<file path="src/rtl/spell_gpio_pkg.sv">
// Shared constants, register view types and the register read selector for
// the spell memory-mapped GPIO block.
package spell_gpio_pkg;

  localparam logic [7:0] OFF_PIN  = 8'd0;
  localparam logic [7:0] OFF_DDR  = 8'd1;
  localparam logic [7:0] OFF_PORT = 8'd2;
  localparam logic [7:0] OFF_RISE = 8'd3;
  localparam logic [7:0] OFF_FALL = 8'd4;
  localparam logic [7:0] OFF_IFR  = 8'd5;
  localparam logic [7:0] OFF_IMSK = 8'd6;

  localparam int MAX_PORTS = 4;

  typedef struct packed {
    logic [7:0] pin;
    logic [7:0] ddr;
    logic [7:0] port;
    logic [7:0] rise;
    logic [7:0] fall;
    logic [7:0] ifr;
    logic [7:0] imsk;
  } port_view_t;

  typedef struct packed {
    logic       ddr_we;
    logic       port_we;
    logic       rise_we;
    logic       fall_we;
    logic       imsk_we;
    logic       pin_toggle;
    logic [7:0] ifr_clear;
    logic [7:0] wdata;
  } port_wr_t;

  function automatic logic [7:0] reg_sel(input port_view_t v, input logic [7:0] off);
    logic [7:0] r;
    case (off)
      OFF_PIN:  r = v.pin;
      OFF_DDR:  r = v.ddr;
      OFF_PORT: r = v.port;
      OFF_RISE: r = v.rise;
      OFF_FALL: r = v.fall;
      OFF_IFR:  r = v.ifr;
      OFF_IMSK: r = v.imsk;
      default:  r = 8'h00;
    endcase
    return r;
  endfunction

endpackage

</file>
<file path="src/rtl/spell_gpio_port.sv">
// One 8-bit GPIO port: input synchroniser, edge detector, sticky interrupt
// flags and the DDR/PORT/RISE/FALL/IMSK configuration registers.
module spell_gpio_port
  import spell_gpio_pkg::*;
#(
  parameter int SYNC_STAGES = 2
) (
  input  logic       clock,
  input  logic       reset_n,
  input  logic [7:0] io_in,
  input  port_wr_t   wr,
  output port_view_t view
);

  logic [7:0] sync_r [SYNC_STAGES];
  logic [7:0] prev_r;
  logic [7:0] ddr_r, port_r, rise_r, fall_r, ifr_r, imsk_r;
  logic [7:0] rise_s, fall_s;

  assign rise_s = sync_r[SYNC_STAGES-1] & ~prev_r;
  assign fall_s = ~sync_r[SYNC_STAGES-1] & prev_r;

  // Input synchroniser chain plus one-cycle edge history.
  always_ff @(posedge clock) begin
    if (!reset_n) begin
      for (int i = 0; i < SYNC_STAGES; i++) sync_r[i] <= 8'h00;
      prev_r <= 8'h00;
    end else begin
      sync_r[0] <= io_in;
      for (int i = 1; i < SYNC_STAGES; i++) sync_r[i] <= sync_r[i-1];
      prev_r <= sync_r[SYNC_STAGES-1];
    end
  end

  // Configuration registers and sticky flags; a new edge beats a same-cycle clear.
  always_ff @(posedge clock) begin
    if (!reset_n) begin
      ddr_r  <= 8'h00;
      port_r <= 8'h00;
      rise_r <= 8'h00;
      fall_r <= 8'h00;
      ifr_r  <= 8'h00;
      imsk_r <= 8'h00;
    end else begin
      if (wr.ddr_we)  ddr_r  <= wr.wdata;
      if (wr.rise_we) rise_r <= wr.wdata;
      if (wr.fall_we) fall_r <= wr.wdata;
      if (wr.imsk_we) imsk_r <= wr.wdata;
      if (wr.port_we)         port_r <= wr.wdata;
      else if (wr.pin_toggle) port_r <= port_r ^ wr.wdata;
      ifr_r <= (ifr_r & ~wr.ifr_clear) | (rise_s & rise_r) | (fall_s & fall_r);
    end
  end

  assign view = '{pin:  sync_r[SYNC_STAGES-1],
                  ddr:  ddr_r,
                  port: port_r,
                  rise: rise_r,
                  fall: fall_r,
                  ifr:  ifr_r,
                  imsk: imsk_r};

endmodule

</file>
<file path="src/rtl/spell_mem_gpio.sv">
// Multi-port memory-mapped GPIO for the spell 8-bit bus: address decode,
// first-cycle write tracking, registered read mux and irq reduction.
module spell_mem_gpio
  import spell_gpio_pkg::*;
#(
  parameter int         NUM_PORTS   = 2,
  parameter logic [7:0] BASE_ADDR   = 8'h36,
  parameter int         STRIDE      = 8,
  parameter int         SYNC_STAGES = 2
) (
  input  logic                   clock,
  input  logic                   reset_n,
  input  logic                   select,
  input  logic [7:0]             addr,
  input  logic [7:0]             data_in,
  input  logic                   write,
  output logic [7:0]             data_out,
  output logic                   data_ready,
  input  logic [8*NUM_PORTS-1:0] io_in,
  output logic [8*NUM_PORTS-1:0] io_out,
  output logic [8*NUM_PORTS-1:0] io_oeb,
  output logic                   irq
);

  localparam int END_ADDR    = int'(BASE_ADDR) + NUM_PORTS * STRIDE;
  localparam int STRIDE_LOG2 = $clog2(STRIDE);

  if (NUM_PORTS < 1 || NUM_PORTS > MAX_PORTS) begin : g_bad_ports
    $error("spell_mem_gpio: NUM_PORTS out of range");
  end
  if (END_ADDR > 256) begin : g_bad_map
    $error("spell_mem_gpio: port map exceeds the 8-bit address space");
  end
  if (STRIDE < 8 || (STRIDE & (STRIDE - 1)) != 0) begin : g_bad_stride
    $error("spell_mem_gpio: STRIDE must be a power of two >= 8");
  end
  if (SYNC_STAGES < 2) begin : g_bad_sync
    $error("spell_mem_gpio: SYNC_STAGES must be >= 2");
  end

  logic [7:0] rel_s, port_idx_s, offset_s, rd_s;
  logic       valid_s, first_write_s, past_write_r, irq_next_s;
  port_view_t view_s [NUM_PORTS];

  // Address decode; the subtraction is only meaningful once the range check holds.
  always_comb begin
    rel_s         = addr - BASE_ADDR;
    port_idx_s    = rel_s >> STRIDE_LOG2;
    offset_s      = rel_s & 8'(STRIDE - 1);
    valid_s       = (addr >= BASE_ADDR) && ({1'b0, addr} < 9'(END_ADDR)) && (offset_s <= OFF_IMSK);
    first_write_s = select && write && !past_write_r;
  end

  for (genvar p = 0; p < NUM_PORTS; p++) begin : g_port
    port_wr_t wr_s;
    logic     hit_s;

    // Per-port write strobes; toggles and clears fire only on the first held cycle.
    always_comb begin
      hit_s              = select && write && valid_s && (port_idx_s == 8'(p));
      wr_s.wdata         = data_in;
      wr_s.ddr_we        = hit_s && (offset_s == OFF_DDR);
      wr_s.port_we       = hit_s && (offset_s == OFF_PORT);
      wr_s.rise_we       = hit_s && (offset_s == OFF_RISE);
      wr_s.fall_we       = hit_s && (offset_s == OFF_FALL);
      wr_s.imsk_we       = hit_s && (offset_s == OFF_IMSK);
      wr_s.pin_toggle    = hit_s && first_write_s && (offset_s == OFF_PIN);
      wr_s.ifr_clear     = (hit_s && first_write_s && (offset_s == OFF_IFR)) ? data_in : 8'h00;
    end

    spell_gpio_port #(.SYNC_STAGES(SYNC_STAGES)) u_port (
      .clock   (clock),
      .reset_n (reset_n),
      .io_in   (io_in[8*p +: 8]),
      .wr      (wr_s),
      .view    (view_s[p])
    );

    assign io_out[8*p +: 8] = view_s[p].port;
    assign io_oeb[8*p +: 8] = ~view_s[p].ddr;
  end

  // Read mux and interrupt reduction across ports.
  always_comb begin
    rd_s       = 8'h00;
    irq_next_s = 1'b0;
    for (int p = 0; p < NUM_PORTS; p++) begin
      rd_s       = rd_s | ((valid_s && (port_idx_s == 8'(p))) ? reg_sel(view_s[p], offset_s) : 8'h00);
      irq_next_s = irq_next_s | (|(view_s[p].ifr & view_s[p].imsk));
    end
  end

  // Bus handshake, write history and registered irq.
  always_ff @(posedge clock) begin
    if (!reset_n) begin
      data_out     <= 8'h00;
      data_ready   <= 1'b0;
      past_write_r <= 1'b0;
      irq          <= 1'b0;
    end else begin
      data_ready   <= select;
      past_write_r <= select && write;
      irq          <= irq_next_s;
      if (select) data_out <= write ? 8'h00 : rd_s;
    end
  end

endmodule

</file>
<file path="config.mk">
export PLATFORM = sky130hd
export DESIGN_NAME = spell_mem_gpio
export DESIGN_NICKNAME = d
export VERILOG_FILES = /design/src/rtl/spell_gpio_pkg.sv /design/src/rtl/spell_gpio_port.sv /design/src/rtl/spell_mem_gpio.sv
export SDC_FILE = /design/constraint.sdc
export NUM_CORES = 1
export LEC_CHECK = 0
export ABC_AREA = 1
export BUFFER_PORTS_ARGS = -buffer_cell sky130_fd_sc_hd__buf_2
export CAP_MARGIN = 15
export CORE_ASPECT_RATIO = 0.5
export CORE_MARGIN = 10
export CORE_UTILIZATION = 50
export DETAILED_ROUTE_END_ITERATION = 10
export PLACE_DENSITY = 0.8
export SYNTH_ARGS = -nofsm -noshare
export SYNTH_HDL_FRONTEND = slang
export SYNTH_SLANG_ARGS = --single-unit
</file>
<file path="constraint.sdc">
create_clock -name clock -period 2.55 [get_ports clock]
set_clock_uncertainty 0.1 [all_clocks]
set_input_delay 0.1275 -clock clock [delete_from_list [all_inputs] [get_ports clock]]
set_output_delay 0.1275 -clock clock [all_outputs]
set_load 0.02 [all_outputs]
</file>
# ---- Word-level counts from Yosys, hierarchy flattened
# Memory sizes are Yosys's and may differ from the RTL's.
# Cells that the tools add are included.
dict set report word_totals {
  register_bits 123
  ramBits 32
  in_bits 36
  output_inout_bits 42
  elab_cells 112
  memories 2
}
dict set report classes {
  addsub 1
  n_lt_le_gt_ge 3
  eq_ne 7
  muxes 17
  n_bitwise 32
  n_reduce_logical 32
}
# name words word_bits rd rd_ports_with_merged_regs wr line_no
set memory_table {}
lappend memory_table {{g_port[0].u_port.sync_r} 2 8 2 0 2 spell_gpio_port.sv:15} ;# logic [7:0] sync_r [SYNC_STAGES];
lappend memory_table {{g_port[1].u_port.sync_r} 2 8 2 0 2 spell_gpio_port.sv:15}
# operator n
set op_table {}
lappend op_table {{8-bit one-hot mux with 7 select lines} 2}
lappend op_table {{8-bit 2-to-1 mux} 13}
lappend op_table {{8-bit AND} 12}
lappend op_table {{8-bit inverter} 8}
lappend op_table {{8-bit bitwise OR} 5}
lappend op_table {{1-bit logical AND} 25}
lappend op_table {{8-bit zero test} 2}
lappend op_table {{8-bit OR reduction} 2}
lappend op_table {{8-bit bitwise XOR} 2}
lappend op_table {{3-bit == test (second input constant)} 3}
lappend op_table {{8-bit by 6-bit >= comparator with 1-bit output (second input constant)} 1}
lappend op_table {{8-bit by 7-bit less-than comparator with 1-bit output (second input constant)} 1}
lappend op_table {{8-bit by 6-bit subtractor with 8-bit output (second input constant)} 1}
lappend op_table {{3-bit by 2-bit == test with 1-bit output (second input constant)} 2}
lappend op_table {{5-bit by 1-bit == test with 1-bit output (second input constant)} 1}
lappend op_table {{1-bit bitwise OR} 5}
lappend op_table {{2-bit nonzero test} 2}
lappend op_table {{3-bit by 1-bit == test with 1-bit output (second input constant)} 1}
lappend op_table {{3-bit less-or-equal comparator (second input constant)} 1}
lappend op_table {{1-bit 2-to-1 mux} 2}
lappend op_table {{1-bit zero test} 1}

# ---- Longest topological paths before layout
dict set report depth {
  ltp_word 12
  ltp_mapped 15
}

# ---- By module
# Synthesis repeated with hierarchy kept, for this count alone.
dict set report hier_totals {
  hier_cells 1141
  hier_area_um2 7667.4
}
# module n_inst cells_per_inst area_each_um2 seq_area_each_um2
set by_module_without_submodules {}
lappend by_module_without_submodules {spell_gpio_port 2 361 2771.4 1441.4}
lappend by_module_without_submodules {spell_mem_gpio 1 419 2124.5 220.2}

# ---- Least setup slack after synthesis
# OpenSTA, ideal clock, no wires.
dict set report synth_timing {
  path_type {input to register}
  from {input port addr[1]}
  to {register g_port[1].u_port.fall_r[5]}
  setup_ns 0.119
  arrival_time_ns 1.760
  path_slack_ns 0.571
  stages 10
  path_buffers 2
  cell_sequence {inv_1 -> ha_1 -> inv_1 -> nand3_1 -> inv_1 -> clkbuf_1 -> nand2_2 -> buf_2 -> o21ai_0 -> a21oi_1}
}
dict set report synth_between {
  elab_chain_cells 6
  word_cells_on_any_way 11
  classes_between {add/sub: 1; order compare: 3; eq/ne: 2; reduce/logical: 5}
}
# element line_no
set synth_rtl {}
lappend synth_rtl {{start: declaration} spell_mem_gpio.sv:14} ;# input logic [7:0] addr,
lappend synth_rtl {{8-bit by 6-bit subtractor with 8-bit output (tied with other cells)} spell_mem_gpio.sv:47} ;# rel_s = addr - BASE_ADDR;
lappend synth_rtl {{3-bit less-or-equal comparator / 1-bit logical AND (equally long branches)} spell_mem_gpio.sv:50} ;# valid_s = (addr >= BASE_ADDR) && ({1'b0, addr} < 9'(END_ADDR)) && (offset_s <= OFF_IMSK);
lappend synth_rtl {{1-bit logical AND} spell_mem_gpio.sv:50}
lappend synth_rtl {{1-bit logical AND (2 in series)} spell_mem_gpio.sv:60} ;# hit_s = select && write && valid_s && (port_idx_s == 8'(p));
lappend synth_rtl {{1-bit logical AND (*)} spell_mem_gpio.sv:65} ;# wr_s.fall_we = hit_s && (offset_s == OFF_FALL);
lappend synth_rtl {{end signal: assignment} spell_gpio_port.sv:47} ;# if (wr.fall_we) fall_r <= wr.wdata;
lappend synth_rtl {{end: declaration} spell_gpio_port.sv:17} ;# logic [7:0] ddr_r, port_r, rise_r, fall_r, ifr_r, imsk_r;
# Mark *: on every way between the ends. The rest lies on a longest branch, timed or not.
# A chain may end at the register's enable or synchronous reset.

# ---- Worst setup path in the final report
dict set report layout_timing {
  from {input port write}
  to {register g_port[1].u_port.ddr_r[0]}
}
dict set report layout_between {
  elab_chain_cells 4
}
# element line_no
set layout_rtl {}
lappend layout_rtl {{start: declaration} spell_mem_gpio.sv:16} ;# input logic write,
lappend layout_rtl {{1-bit logical AND (3 in series)} spell_mem_gpio.sv:60}
lappend layout_rtl {{1-bit logical AND} spell_mem_gpio.sv:62} ;# wr_s.ddr_we = hit_s && (offset_s == OFF_DDR);
lappend layout_rtl {{end signal: assignment} spell_gpio_port.sv:45} ;# if (wr.ddr_we) ddr_r <= wr.wdata;
lappend layout_rtl {{end: declaration} spell_gpio_port.sv:17}
# No other way between the ends.

==> impl_metrics.csv <==
group,metric,value,unit
outcome,status,"complete, no violations",
synthesis,yosys.area.top_type,"dfxtp_1",
setup_path,reg2reg_depth,5,
cts,clockBufferDepth,2,
drt,ant_nets,0,
worst_hold_path,hold_class,"input port to register",
drt,drt_iter0_drc,860,
timing,tns,0,ps
setup_path,r2r-start,"past_write_r",
floorplan,core_area,13800,sq um
cells_and_area,antenna_cells,0,
floorplan,die_w,189,um
floorplan,initial_core_util,52.0,%
cts,post-cts-setup-buffers,0,
cts,post_cts_resized,0,
timing,tightest_slew,937,ps
cts,clk_latency,430,ps
timing,rsz0062_at_grt,"false",
synthesis,yosys_warnings,0,
setup_path,crit_end,"g_port[1].u_port.ddr_r[0]",
drt,drt_first_pass_iters,8,
setup_path,crit_type,"input port to register",
timing,hold_violations,0,
synthesis,ys_seq_area_share,43.3,%
grt,grt_usage,21.8,%
pwr,p_switching,1.42,mW
setup_path,arrival,2230,ps
pwr,internal_power,4.16,mW
cts,clkSlewWorstSetupHoldPaths,70,ps
grt,grt_max_degree,101,
timing,whs,83.5,ps
pwr,vdd_ir_drop_max,0.534,mV
pwr,p_per_area,657,nW/um^2
setup_path,cp.required,2750,ps
floorplan,rows,30,
grt,grt_pass1_wl,35200,um
setup_path,cp_max_fo,21,
timing,max_slew_margin,37.6,%
setup_path,startpoint,"write",
synthesis,synth_cells,1010,
synthesis,synthTopCellsByArea,"dfxtp_1 43%, nand2_1 14%, a21oi_1 8.1%",
grt,grt_pass1_vias,6666,
setup_path,r2r-end,"g_port[1].u_port.port_r[1]",
synthesis,syn-num-nets,1048,
placement,port_buffers,77,
drt,drc_errors,0,
grt,overflow,0,
setup_path,r2r_slack,720,ps
floorplan,fp.dieH,105,um
timing,drv_slew,0,
cts,clock_sink_count,155,
synthesis,avgSynthCellArea,7.09,sq um
setup_path,slowest_delay,550,ps
timing,timing.final.crit_share,79.4,%
cells_and_area,drive_above_1_share,14.3,%
pwr,seqPwrFrac,44.7,%
cts,cts_buffers,17,
setup_path,slowest_stage,"dlygate4sd3_1",
job,maxCapViolations,0,
floorplan,die_area,19800,sq um
synthesis,post-synth-top-area-fraction,43.3,%
pwr,power_frac_comb,6.9,%
pwr,p_clk_share,48.3,%
placement,place_hpwl,15400,um
cts,cts_root_buffer,"clkbuf_16",
synthesis,ys_ff_latch,155,
cells_and_area,syn2layout_area_growth,18.6,%
setup_path,start_kind,"input port",
drt,wirelength,22100,um
placement,gp_congestion,0.942,
cells_and_area,fillerInstances,1250,
drt,via_per_inst,5.52,
setup_path,endpoint_kind,"register",
synthesis,ys_types,36,
floorplan,io_pins,78,
setup_path,path_cells,"dlygate4sd3_1 > buf_2 > nand2_1 > inv_1 > nand4_4 > nor2_8 > nand2_2 > o21ai_0 > a21oi_1",
drt,vias,7149,
timing,period_minus_slack,2020,ps
drt,wl_per_cell,17.1,um
timing,fmax,0.494,GHz
timing,setup_violations,0,
pwr,swShare,25.4,%
grt,antenna_found_initial,0,
cts,htreeDepth,4,
cells_and_area,nNetsFinal,1128,
cts,cts_tree,"done",
synthesis,syn-cell-area,7170,sq um
pwr,total_leakage_power,3.80,nW
worst max-delay path: cells and delay by family:
| kind | cells | cell delay [ps] |
|---|---|---|
| and+or+nand+nor | 4 | 950 |
| AOI/OAI and AO/OA | 2 | 340 |
| buffers and inverters | 3 | 790 |
layout make-up:
class,count,area (sq um),area share [%]
multi-input cells,658,3280,38.6
well taps,192,240,2.83
repair buffers,111,698,8.22
clock inverters,15,199,2.34
inverters,147,552,6.49
clock buffers,17,425,5.01
flip-flops and latches,155,3100,36.5
worst min-delay path by stage:
stage	startpoint	end	slack (ps)	depth (start not counted)
final	data_in[6]	g_port[0].u_port.rise_r[6]	80	3
after global routing	data_in[3]	g_port[1].u_port.rise_r[3]	80	3
after CTS	data_in[6]	g_port[0].u_port.rise_r[6]	60	3
after detailed placement	io_in[2]	g_port[0].u_port.sync_r[0][2]	210	3
after global placement	io_in[11]	g_port[1].u_port.sync_r[0][3]	210	3
after floorplan	select	data_ready	120	2
power by group through the flow:
stage	combinational [mW]	sequential, mW	clock, mW
final	0.387	2.50	2.70
after global routing	0.423	2.50	2.83
after CTS	0.376	2.49	2.71
after detailed placement	0.353	2.55	0
after global placement	0.344	2.55	0
after floorplan	0.227	2.54	0
cells in the mapped netlist:
library cell	count
nand2_4	1
nand4_4	1
nand2_2	10
clkbuf_1	32
buf_4	4
o22ai_1	14
a21oi_1	116
nor3_4	1
nand4_1	26
clkinv_1	3
a211oi_1	1
o21ai_2	1
xor2_1	16
nor2_4	2
a22oi_1	5
inv_2	7
o2111ai_1	1
dfxtp_1	155
o21ai_0	97
a311oi_1	1
nor2_8	2
a221oi_1	4
nand3_2	2
nor2_1	14
nand3_4	4
ha_1	2
nor2_2	2
buf_6	2
inv_1	137
nor3_1	1
buf_2	12
a41oi_1	1
o21ai_1	3
nand2_1	259
o211ai_1	2
nand3_1	69
cell usage in the layout (no fill, tap or decap), types with 4 or more instances in the layout:
cell	instances
nand2_1	259
dfxtp_1	155
inv_1	137
a21oi_1	116
o21ai_0	97
buf_2	77
nand3_1	69
nand4_1	26
dlygate4sd3_1	18
clkbuf_16	17
xor2_1	16
buf_4	15
nor2_1	14
o22ai_1	14
nand2_2	10
inv_2	7
a22oi_1	5
inv_6	5
nand3_4	4
a221oi_1	4
inv_8	4
state kept, by name, indices dropped and copies added (netlist names):
name	cells
g_port.u_port.ifr_r	16
g_port.u_port.rise_r	16
data_ready	1
g_port.u_port.port_r	16
past_write_r	1
g_port.u_port.imsk_r	16
g_port.u_port.prev_r	16
g_port.u_port.sync_r	32
g_port.u_port.ddr_r	16
g_port.u_port.fall_r	16
data_out	8
irq	1
cells by family after synthesis:
group | Yosys count | share of synthesized area (%)
flops | 155 | 43.3
buf+inv | 197 | 10.9
simple gates | 394 | 25.3
xor+xnor | 16 | 1.96
compound gates | 246 | 18.1
fa+ha+maj | 2 | 0.349
repair_timing:
item,4_1_cts,5_1_grt
setup endpoints to repair,0,0
endpoints found under the hold margin,18,0
hold buffers,18,0
layer usage:
| layer | vias up | wire (um) | GRT usage, % |
|---|---|---|---|
| li1 | 3454 | - | - |
| met1 | 3146 | 9480 | 29.6 |
| met2 | 471 | 8870 | 31.0 |
| met3 | 78 | 3070 | 7.47 |
| met4 | 0 | 694 | 8.61 |
| met5 | - | 0 | 0 |
per-stage QoR:
stage	cell area (sq um)	utilization [%]	setup slack [ps]	std cells	power, mW
6_report	8500	61.7	525	1295	5.58
3_3_place_gp	7690	55.8	373	1245	2.89
4_1_cts	8500	61.7	592	1295	5.58
3_5_place_dp	7690	55.8	290	1245	2.90
2_1_floorplan	7170	-	571	1010	2.76
5_1_grt	8500	61.7	384	1295	5.75
(Power assumes the default switching activity.)
